$ cat src/rtl/capture_pkg.sv
// Shared types and constants for the capture/readback controller.
package capture_pkg;

  typedef enum logic [2:0] {
    StIdle,
    StPre,
    StPost,
    StTx,
    StTxWait
  } state_e;

  localparam int unsigned CmdWidthDef = 32;
  localparam int unsigned CntWidthDef = 16;

  // rd/dly counts are in units of four samples
  localparam int unsigned CntShift = 2;

endpackage

$ cat src/rtl/capture_ctrl_if.sv
// RAM-port and transmitter handshake bundle between capture_ctrl and its peers.
interface capture_ctrl_if #(
  parameter int unsigned DEPTH = 5
);

  logic             we;
  logic [DEPTH-1:0] addr;
  logic             tx_rdy;
  logic             tx_stb;
  logic             tx_sel;

  modport master (
    output we,
    output addr,
    output tx_stb,
    output tx_sel,
    input  tx_rdy
  );

  modport slave (
    input  we,
    input  addr,
    input  tx_stb,
    input  tx_sel,
    output tx_rdy
  );

endinterface

$ cat src/rtl/capture_div.sv
// Sample strobe divider: passes one stb_i in every (div+1); built only with CAPTURE_CTRL_DIV_EN.
module capture_div #(
  parameter int unsigned DIV_WIDTH = 24
) (
  input  logic                 clk_i,
  input  logic                 rst_in,
  input  logic                 i_stb,
  input  logic                 i_load,
  input  logic                 i_clear,
  input  logic [DIV_WIDTH-1:0] i_div,
  output logic                 o_stb
);

  logic [DIV_WIDTH-1:0] r_div;
  logic [DIV_WIDTH-1:0] r_div_cnt;

  assign o_stb = i_stb && (r_div_cnt == '0);

  always_ff @(posedge clk_i) begin
    if (!rst_in) begin
      r_div     <= '0;
      r_div_cnt <= '0;
    end else begin
      if (i_load) begin
        r_div <= i_div;
      end
      if (i_clear) begin
        r_div_cnt <= '0;
      end else if (i_stb) begin
        r_div_cnt <= o_stb ? r_div : r_div_cnt - DIV_WIDTH'(1);
      end
    end
  end

endmodule

$ cat src/rtl/capture_ctrl.sv
// Capture/readback controller: ring-buffer sampling around a trigger, newest-first readback.
// Optional strobe divider enabled by defining CAPTURE_CTRL_DIV_EN.
module capture_ctrl
  import capture_pkg::*;
#(
  parameter int unsigned DEPTH     = 5,
  parameter int unsigned CMD_WIDTH = CmdWidthDef,
  parameter int unsigned CNT_WIDTH = CntWidthDef,
  parameter int unsigned DIV_WIDTH = 24
) (
  input  logic                 clk_i,
  input  logic                 rst_in,
  input  logic                 set_cnt_i,
  input  logic                 set_div_i,
  input  logic [CMD_WIDTH-1:0] cmd_i,
  input  logic                 arm_i,
  input  logic                 run_i,
  input  logic                 abort_i,
  input  logic                 stb_i,
  capture_ctrl_if.master       bus,
  output logic                 busy_o,
  output logic                 done_o
);

  localparam int unsigned CW = CNT_WIDTH + CntShift;
  localparam int unsigned FW = DEPTH + 1;
  localparam logic [FW-1:0]    FillMax = {1'b1, {DEPTH{1'b0}}};
  localparam logic [DEPTH-1:0] PtrOne  = DEPTH'(1);

  state_e               r_state, w_state_d;
  logic [DEPTH-1:0]     r_wptr, w_wptr_d;
  logic [DEPTH-1:0]     r_rptr, w_rptr_d;
  logic [CW-1:0]        r_cnt, w_cnt_d;
  logic [FW-1:0]        r_fill, w_fill_d;
  logic [CNT_WIDTH-1:0] r_rd, w_rd_d;
  logic [CNT_WIDTH-1:0] r_dly, w_dly_d;
  logic [CW-1:0]        r_tx_len, w_tx_len_d;
  logic                 r_guard, w_guard_d;

  logic          w_stb;
  logic          w_write;
  logic [CW-1:0] w_dly_scaled;
  logic [CW-1:0] w_rd_scaled;
  logic [CW-1:0] w_fill_ext;

  assign w_dly_scaled = CW'(r_dly) << CntShift;
  assign w_rd_scaled  = CW'(r_rd) << CntShift;
  assign w_fill_ext   = CW'(r_fill);

`ifdef CAPTURE_CTRL_DIV_EN
  logic w_div_load;
  logic w_div_clear;

  assign w_div_load  = (r_state == StIdle) && !abort_i && set_div_i;
  assign w_div_clear = (r_state == StIdle) && !abort_i && arm_i;

  capture_div #(
    .DIV_WIDTH(DIV_WIDTH)
  ) u_div (
    .clk_i  (clk_i),
    .rst_in (rst_in),
    .i_stb  (stb_i),
    .i_load (w_div_load),
    .i_clear(w_div_clear),
    .i_div  (cmd_i[DIV_WIDTH-1:0]),
    .o_stb  (w_stb)
  );
`else
  logic w_unused;

  assign w_unused = ^{set_div_i, cmd_i[DIV_WIDTH-1:0]};
  assign w_stb    = stb_i;
`endif

  always_ff @(posedge clk_i) begin
    if (!rst_in) begin
      r_state  <= StIdle;
      r_wptr   <= '0;
      r_rptr   <= '0;
      r_cnt    <= '0;
      r_fill   <= '0;
      r_rd     <= CNT_WIDTH'(1);
      r_dly    <= CNT_WIDTH'(1);
      r_tx_len <= '0;
      r_guard  <= 1'b0;
    end else begin
      r_state  <= w_state_d;
      r_wptr   <= w_wptr_d;
      r_rptr   <= w_rptr_d;
      r_cnt    <= w_cnt_d;
      r_fill   <= w_fill_d;
      r_rd     <= w_rd_d;
      r_dly    <= w_dly_d;
      r_tx_len <= w_tx_len_d;
      r_guard  <= w_guard_d;
    end
  end

  always_comb begin
    w_state_d  = r_state;
    w_wptr_d   = r_wptr;
    w_rptr_d   = r_rptr;
    w_cnt_d    = r_cnt;
    w_fill_d   = r_fill;
    w_rd_d     = r_rd;
    w_dly_d    = r_dly;
    w_tx_len_d = r_tx_len;
    w_guard_d  = 1'b0;
    w_write    = 1'b0;
    bus.we     = 1'b0;
    bus.addr   = '0;
    bus.tx_stb = 1'b0;
    bus.tx_sel = 1'b0;
    done_o     = 1'b0;

    unique case (r_state)
      StIdle: begin
        if (set_cnt_i) begin
          w_rd_d  = cmd_i[CNT_WIDTH-1:0];
          w_dly_d = cmd_i[2*CNT_WIDTH-1:CNT_WIDTH];
        end
        if (arm_i) begin
          w_state_d = StPre;
          w_fill_d  = '0;
        end
      end
      StPre: begin
        bus.addr = r_wptr;
        w_write  = w_stb;
        // A strobe coinciding with run_i is a pre-trigger sample
        if (run_i) begin
          w_state_d = StPost;
          w_cnt_d   = '0;
        end
      end
      StPost: begin
        bus.addr = r_wptr;
        if (r_cnt == w_dly_scaled) begin
          w_state_d  = StTx;
          w_rptr_d   = r_wptr - PtrOne;
          w_cnt_d    = '0;
          w_tx_len_d = (w_rd_scaled < w_fill_ext) ? w_rd_scaled : w_fill_ext;
        end else if (w_stb) begin
          w_write = 1'b1;
          w_cnt_d = r_cnt + CW'(1);
        end
      end
      StTx: begin
        bus.addr   = r_rptr;
        bus.tx_sel = 1'b1;
        if (r_cnt == r_tx_len) begin
          w_state_d = StIdle;
          done_o    = 1'b1;
        end else begin
          bus.tx_stb = 1'b1;
          w_cnt_d    = r_cnt + CW'(1);
          w_state_d  = StTxWait;
          w_guard_d  = 1'b1;
        end
      end
      StTxWait: begin
        bus.addr   = r_rptr;
        bus.tx_sel = 1'b1;
        // First cycle ignores tx_rdy so a stale ready from the previous byte is not seen
        if (!r_guard && bus.tx_rdy) begin
          w_rptr_d  = r_rptr - PtrOne;
          w_state_d = StTx;
        end
      end
      default: w_state_d = StIdle;
    endcase

    if (w_write) begin
      bus.we   = 1'b1;
      w_wptr_d = r_wptr + PtrOne;
      if (r_fill != FillMax) begin
        w_fill_d = r_fill + FW'(1);
      end
    end

    if (abort_i) begin
      w_state_d  = StIdle;
      w_wptr_d   = r_wptr;
      w_rd_d     = r_rd;
      w_dly_d    = r_dly;
      bus.we     = 1'b0;
      bus.tx_stb = 1'b0;
      done_o     = 1'b0;
    end
  end

  assign busy_o = (r_state != StIdle);

endmodule

$ cat src/flat_wrapper.sv
// flat-port wrapper written by rule: the top's interface ports become plain ports
module capture_ctrl_flat import capture_pkg::*;
#(
  parameter int unsigned DEPTH     = 5,
  parameter int unsigned CMD_WIDTH = CmdWidthDef,
  parameter int unsigned CNT_WIDTH = CntWidthDef,
  parameter int unsigned DIV_WIDTH = 24
)
  (clk_i, rst_in, set_cnt_i, set_div_i, cmd_i, arm_i, run_i, abort_i, stb_i, busy_o, done_o, bus_we, bus_addr, bus_tx_stb, bus_tx_sel, bus_tx_rdy);
  capture_ctrl_if #(.DEPTH(DEPTH)) bus_i ();
  input  logic clk_i;
  input  logic rst_in;
  input  logic set_cnt_i;
  input  logic set_div_i;
  input  logic [CMD_WIDTH-1:0] cmd_i;
  input  logic arm_i;
  input  logic run_i;
  input  logic abort_i;
  input  logic stb_i;
  output logic busy_o;
  output logic done_o;
  output wire logic [$bits(bus_i.we)-1:0] bus_we;
  output wire logic [$bits(bus_i.addr)-1:0] bus_addr;
  output wire logic [$bits(bus_i.tx_stb)-1:0] bus_tx_stb;
  output wire logic [$bits(bus_i.tx_sel)-1:0] bus_tx_sel;
  input wire logic [$bits(bus_i.tx_rdy)-1:0] bus_tx_rdy;
  assign bus_we = bus_i.we;
  assign bus_addr = bus_i.addr;
  assign bus_tx_stb = bus_i.tx_stb;
  assign bus_tx_sel = bus_i.tx_sel;
  assign bus_i.tx_rdy = bus_tx_rdy;
  capture_ctrl #(.DEPTH(DEPTH), .CMD_WIDTH(CMD_WIDTH), .CNT_WIDTH(CNT_WIDTH), .DIV_WIDTH(DIV_WIDTH)) u_core (.clk_i(clk_i), .rst_in(rst_in), .set_cnt_i(set_cnt_i), .set_div_i(set_div_i), .cmd_i(cmd_i), .arm_i(arm_i), .run_i(run_i), .abort_i(abort_i), .stb_i(stb_i), .bus(bus_i), .busy_o(busy_o), .done_o(done_o));
endmodule
$ cat config.mk
export PLATFORM = sky130hd
export DESIGN_NAME = capture_ctrl_flat
export DESIGN_NICKNAME = d
export VERILOG_FILES = /design/src/rtl/capture_pkg.sv /design/src/rtl/capture_ctrl_if.sv /design/src/rtl/capture_div.sv /design/src/rtl/capture_ctrl.sv /design/src/flat_wrapper.sv
export SDC_FILE = /design/constraint.sdc
export NUM_CORES = 1
export LEC_CHECK = 0
export CAP_MARGIN = 40
export CORE_MARGIN = 2
export CORE_UTILIZATION = 30
export DETAILED_ROUTE_END_ITERATION = 12
export MAX_ROUTING_LAYER = met4
export PLACE_DENSITY = 0.5
export SLEW_MARGIN = 30
export SYNTH_ARGS = -nofsm -noshare
export SYNTH_HDL_FRONTEND = slang
export SYNTH_HIERARCHICAL = 1
export SYNTH_SLANG_ARGS = --single-unit
$ cat constraint.sdc
create_clock -name clk_i -period 2.11 [get_ports clk_i]
set_input_delay 0.211 -clock clk_i [delete_from_list [all_inputs] [get_ports clk_i]]
set_output_delay 0.211 -clock clk_i [all_outputs]
set_load 0.02 [all_outputs]
; ---- After elaboration in Yosys (flattened, before gate mapping)
; Index checks and enable logic that the tools add are counted.
[word_totals]
inputBits = 41
wordCells = 77
regBits = 88
output_inout_bits = 10
[op_classes]
n_reduce_logical = 15
n_mux = 32
n_bitwise = 2
n_eq_ne = 13
addsub = 5
order_cmp = 1
[ops]
columns = op, count
row1 = $mux W18, 5
row2 = $pmux W18 S3, 1
row3 = $eq A18 B18 Y1, 2
row4 = $mux W6, 4
row5 = $pmux W5 S2, 2
row6 = $add A18 B1 Y18 const B, 1
row7 = $lt A18 B6 Y1, 1
row8 = $mux W3, 5
row9 = $pmux W3 S5, 1
row10 = $mux W1, 11
row11 = $mux W5, 2
row12 = $sub A5 B1 Y5 const B, 2
row13 = $reduce_and A4 Y1, 2
row14 = $add A6 B1 Y6 const B, 1
row15 = $eq A3 B2 Y1 const B, 2
row16 = $ne A2 B2 Y1 const B, 3
row17 = $ne A6 B6 Y1 const B, 1
row18 = $reduce_and A3 Y1, 2
row19 = $reduce_bool A3 Y1, 2
row20 = $reduce_or A2 Y1, 3
row21 = $add A5 B1 Y5 const B, 1
row22 = $ne A2 B1 Y1 const B, 2
row23 = $reduce_and A2 Y1, 2
row24 = $eq A3 B1 Y1 const B, 1
row25 = other kinds (8), 9

; ---- Longest topological paths before layout
; Gate-level depths: netlist of run 1.
[logic_depth]
depth_word = 5
mapped_depth = 11
ltp_nobuf = 10

; ---- Worst setup path before layout of run 1
; No wires, ideal clock.
[synth_timing]
kind = register -> register
start = reg u_core.r_cnt[7]
end = reg u_core.r_cnt[4]
path_slack_ns = -0.177
t_required_ns = 2.040
stages_incl_launch_ff = 10
path_buffers = 2
t_arrival_ns = 2.216
period_less_slack_ns = 2.287
setup_time_ns = 0.070
path_cell_list = dfxtp_1 -> buf_6 -> xnor2_1 -> nand4_1 -> nor4_4 -> a211oi_4 -> or2_4 -> buf_6 -> or4_1 -> a21oi_1
[synth_via]
elab_chain_len = 3
word_cells_on_any_way = 7
classes_between = eq/ne: 4 / mux: 2 / reduce/logical: 1
[synth_rtl]
columns = item, line
row1 = start: declaration, capture_ctrl.sv:33  ; logic [CW-1:0] r_cnt, w_cnt_d;
row2 = start signal: assignment, capture_ctrl.sv:90  ; r_cnt <= w_cnt_d;
row3 = "$eq A18 B18 Y1, on equally long branches", "capture_ctrl.sv:138, capture_ctrl.sv:151"
row4 = $ne A3 B2 Y1 (no line) (tied with other cells), -
row5 = $reduce_and A4 Y1 (no line) / $pmux W18 S3 (equally long branches), -
; Several ways; a longest one is shown, not always the timed one.
; A chain may end at the register's enable or synchronous reset.

; ---- Final worst setup path of run 1
[layout_timing]
start = reg u_core.r_cnt[3]
end = reg u_core.r_cnt[3]
[layout_via]
elab_chain_len = 4
word_cells_on_any_way = 10
classes_between = add/sub: 1 / eq/ne: 4 / mux: 4 / reduce/logical: 1
[layout_rtl]
columns = item, line
row1 = $add A18 B1 Y18, "capture_ctrl.sv:145, capture_ctrl.sv:156"
row2 = $mux W18, capture_ctrl.sv:143  ; end else if (w_stb) begin
row3 = $mux W18, capture_ctrl.sv:138  ; if (r_cnt == w_dly_scaled) begin
row4 = $pmux W18 S3, capture_ctrl.sv:116  ; unique case (r_state)
; Several ways; a longest one is shown, not always the timed one. The select of a mux whose other input is x is not followed.

==> reports/qor.yml, run 1 <==
status: "complete, but fails checks"
violations: "setup timing"
power_switching_mw: 0.9479
grt_pass1_wl_um: 20730
htree_levels: 3
worst_pin_slew_ns: 0.4588
clk_pin_slew_ns: 0.07
cts_hold_buf: 0
synth_area_leader_cell: "dfxtp_1"
pre_cts_slack_ns: -0.4938
skew_ns: 0.006143
swShare: 0.2501
fin_crit_ns: 2.257
layout-drive-gt1-share: 0.2718
track_usage: 0.1673
gp_congestion: 0.8306
powerDensity_nw_per_um2: 588.8
power.share.sequential: 0.454
slowest_stage: "or4b_1"
grt_start_max_net_pins: 36
yosysTopAreaCellShare: 0.3925
first_global_vias: 4124
synthArstFlopShare: 0
cp-end-kind: "flop"
n_fill_cell: 1427
firstDrtPassIters: 4
worstSkewPairLatency_ns: 0.34
slowest_delay_ns: 0.51
antenna_found_initial: 0
criticalPathCategory: "reg2reg"
start_util: 0.3076
io_pins: 51
finalWorstSetupSlack_ns: -0.1470
synth_flop_cell: "dfxtp_1"
cts_root_buf: "clkbuf_16"
holdCritPathClass: "in2reg"
syn_nets: 619
hold_path_end: "u_core/r_dly[9]$_SDFFE_PN0P_"
arrival_ns: 2.53
relSlewSlack: 0.6938
dpl_cell_area_um2: 5655
syn_to_final_growth_pct: 43.43
required_ns: 2.38
final_area_um2: 6437
min_period_over_period: 1.070
fin_nets: 734
setup_viol: 25
vias: 4291
ys_seq_elements: 88
r2r_cells: 8
dp_hpwl_um: 9308
syn-instance-count: 568
clock_path_buffers: 2
postSynthAreaPerCell_um2: 7.902
pwr-share-clk: 0.432
rsz0062_at_grt: "true"
cts_tree: "yes"
synth.cell_area_um2: 4488
insertedDiodeCount: 0
ir_drop_mv: 0.4441
wl_um: 12950
worstHoldPathCells: 3
crit_chain: "xor2_1, nor4_2, and3_4, buf_4, a311o_1, buf_12, or4b_1, a21oi_2"
die_w_um: 126.3
synth.distinct_cells: 49
grt.overflow.total: 0
numCtsBuffers: 9
fmax_ghz: 0.4431
dieArea_um2: 15950
hold_viol: 0
fp-row-count: 44
pwr-share-comb: 0.114
p_int_mw: 2.842
clkSinkCount: 88
min_from: "cmd_i[25]"
core_um2: 14590
drt-vias-per-instance: 4.921
port-buffer-count: 49
cap_violations: 0
report.final.slew_viol_count: 0
rrSetupSlack_ns: -0.15
crit_fanout: 15
finalPower_mw: 3.790
ys_seq_area_frac: 0.3925
synth_edf_count: 0
yosysWarnings: 6
drc: 0
fp.dieH_um: 126.3
p_leak_nw: 2.622
synthTopCellsByArea: "dfxtp_1 (39%), nand2_1 (7.9%), a21oi_1 (7.4%), xnor2_1 (4.5%), xor2_1 (4.3%)"
first_iter_violations: 198
ant_nets: 0
worst_setup_path_start_kind: "flop"
detail_route.wl_per_cell_um: 14.85
r2r-start: "u_core/r_cnt[3]$_SDFFE_PN0P_"
rr_endpoint: "u_core/r_cnt[3]$_SDFFE_PN0P_"
cells in the final DEF, fill, tap and decap left out, types with 9 or more instances in the layout:
cell type	synthesis	final
nand2_1	95	94
o21ai_0	17	15
buf_4	0	75
clkdlybuf4s50_1	0	39
dfxtp_1	88	64
nand3_1	22	18
buf_6	2	11
dfxtp_2	0	19
clkbuf_16	0	9
xnor2_1	23	17
and3_1	21	20
mux2i_1	11	10
a21oi_1	66	60
nor3_1	11	9
xor2_1	22	19
nor2_1	48	45
ha_1	10	9
inv_1	19	18
layer usage:
metal / global-route usage / wire length, µm / up-vias / share of wire
li1: - / - / 2197 / -
met1: 0.2147 / 6112 / 2006 / 0.47
met2: 0.2634 / 6133 / 82 / 0.47
met3: 0.03627 / 566 / 6 / 0.044
met4: 0.05430 / 138 / 0 / 0.011
met5: - / 0 / - / 0
through the flow:
step                      hold WS [ns]  TNS, ns  utilization  cells
final                           0.4015   -1.605       0.4413    872
after global routing            0.3950   -4.116       0.4413    872
after CTS                       0.3824   -3.573       0.4262    866
after detailed placement        0.4498   -6.963       0.3877    837
after global placement          0.4431   -7.039       0.3877    837
after floorplan                 0.3352  -0.5714            -    568
worst max-delay path, delay by kind of cell (launching register included):
kind	cells	cell delay, ns
flops	1	0.36
xor+xnor	1	0.19
buf+inv	2	0.29
simple gates	3	0.81
compound gates	2	0.52
power groups by stage:
stage	Combinational [mW]	Clock [mW]	Sequential [mW]
finish	0.432	1.64	1.72
CTS	0.410	1.69	1.72
global placement	0.377	0	1.76
global route	0.470	1.74	1.72
floorplan	0.191	0	1.75
detailed placement	0.378	0	1.76
synthesized netlist by cell type, types with 5 or more instances:
cell type	n
inv_1	19
xor2_1	22
nand3_1	22
o211ai_1	6
nand2b_1	7
nor2b_1	5
nor4_1	10
nor3_1	11
buf_2	7
nor2_1	48
xnor2_1	23
ha_1	10
clkbuf_1	24
nand2_1	95
dfxtp_1	88
o21ai_0	17
or4_1	5
nand4_1	5
mux2i_1	11
a21oi_1	66
and3_1	21
final cells by class:
| cell class | instances | area, µm² | share of cell area |
|---|---|---|---|
| clock inverters | 7 | 77.57 | 0.01205 |
| multi-input cells | 428 | 2810 | 0.4365 |
| well taps | 184 | 230.2 | 0.03576 |
| flip-flops and latches | 88 | 1804 | 0.2803 |
| repair buffers | 137 | 1219 | 0.1893 |
| clock buffers | 9 | 225.2 | 0.03499 |
| inverters | 19 | 71.32 | 0.01108 |
worst max-delay path by stage:
stage | end | from | slack, ns | cells past startpoint
5_1_grt | u_core/r_cnt[11]$_SDFFE_PN0P_ | u_core/r_cnt[14]$_SDFFE_PN0P_ | -0.28 | 9
6_report | u_core/r_cnt[3]$_SDFFE_PN0P_ | u_core/r_cnt[3]$_SDFFE_PN0P_ | -0.15 | 8
2_1_floorplan | u_core/r_cnt[7]$_SDFFE_PN0P_ | u_core/r_cnt[8]$_SDFFE_PN0P_ | -0.12 | 9
3_3_place_gp | done_o | u_core/r_cnt[9]$_SDFFE_PN0P_ | -0.47 | 6
4_1_cts | u_core/r_cnt[11]$_SDFFE_PN0P_ | u_core/r_cnt[11]$_SDFFE_PN0P_ | -0.22 | 9
3_5_place_dp | done_o | u_core/r_cnt[9]$_SDFFE_PN0P_ | -0.49 | 6
timing repair:
action,4_1_cts,5_1_grt
cloned,1,1
endpoints found under the setup margin,46,44
pin swaps,12,19
setup buffers,12,5
resized for setup,66,62
sequential cells by signal, indices dropped and copies added (netlist names):
register	cells
u_core/r_tx_len	18
u_core/r_state	3
u_core/r_guard	1
u_core/r_dly	16
u_core/r_cnt	18
u_core/r_rptr	5
u_core/r_wptr	5
u_core/r_rd	16
u_core/r_fill	6
cells by family after synthesis:
group,synth area share
and+or+nand+nor,0.2612
AOI/OAI and AO/OA,0.1561
muxes,0.02453
xor gates and xnor gates,0.08782
adders and majority gates,0.02788
buffers and inverters,0.04990
DFF,0.3925
(Power assumes the default switching activity.)
==> run 2: changes to the inputs <==
--- a/config.mk
+++ b/config.mk
@@ -5,7 +5,6 @@
 export SDC_FILE = /design/constraint.sdc
 export NUM_CORES = 1
 export LEC_CHECK = 0
-export CAP_MARGIN = 40
 export CORE_MARGIN = 2
 export CORE_UTILIZATION = 30
 export DETAILED_ROUTE_END_ITERATION = 12
==> results of run 2 <==
Final layout, timing and power as in run 1 (identical DEF).
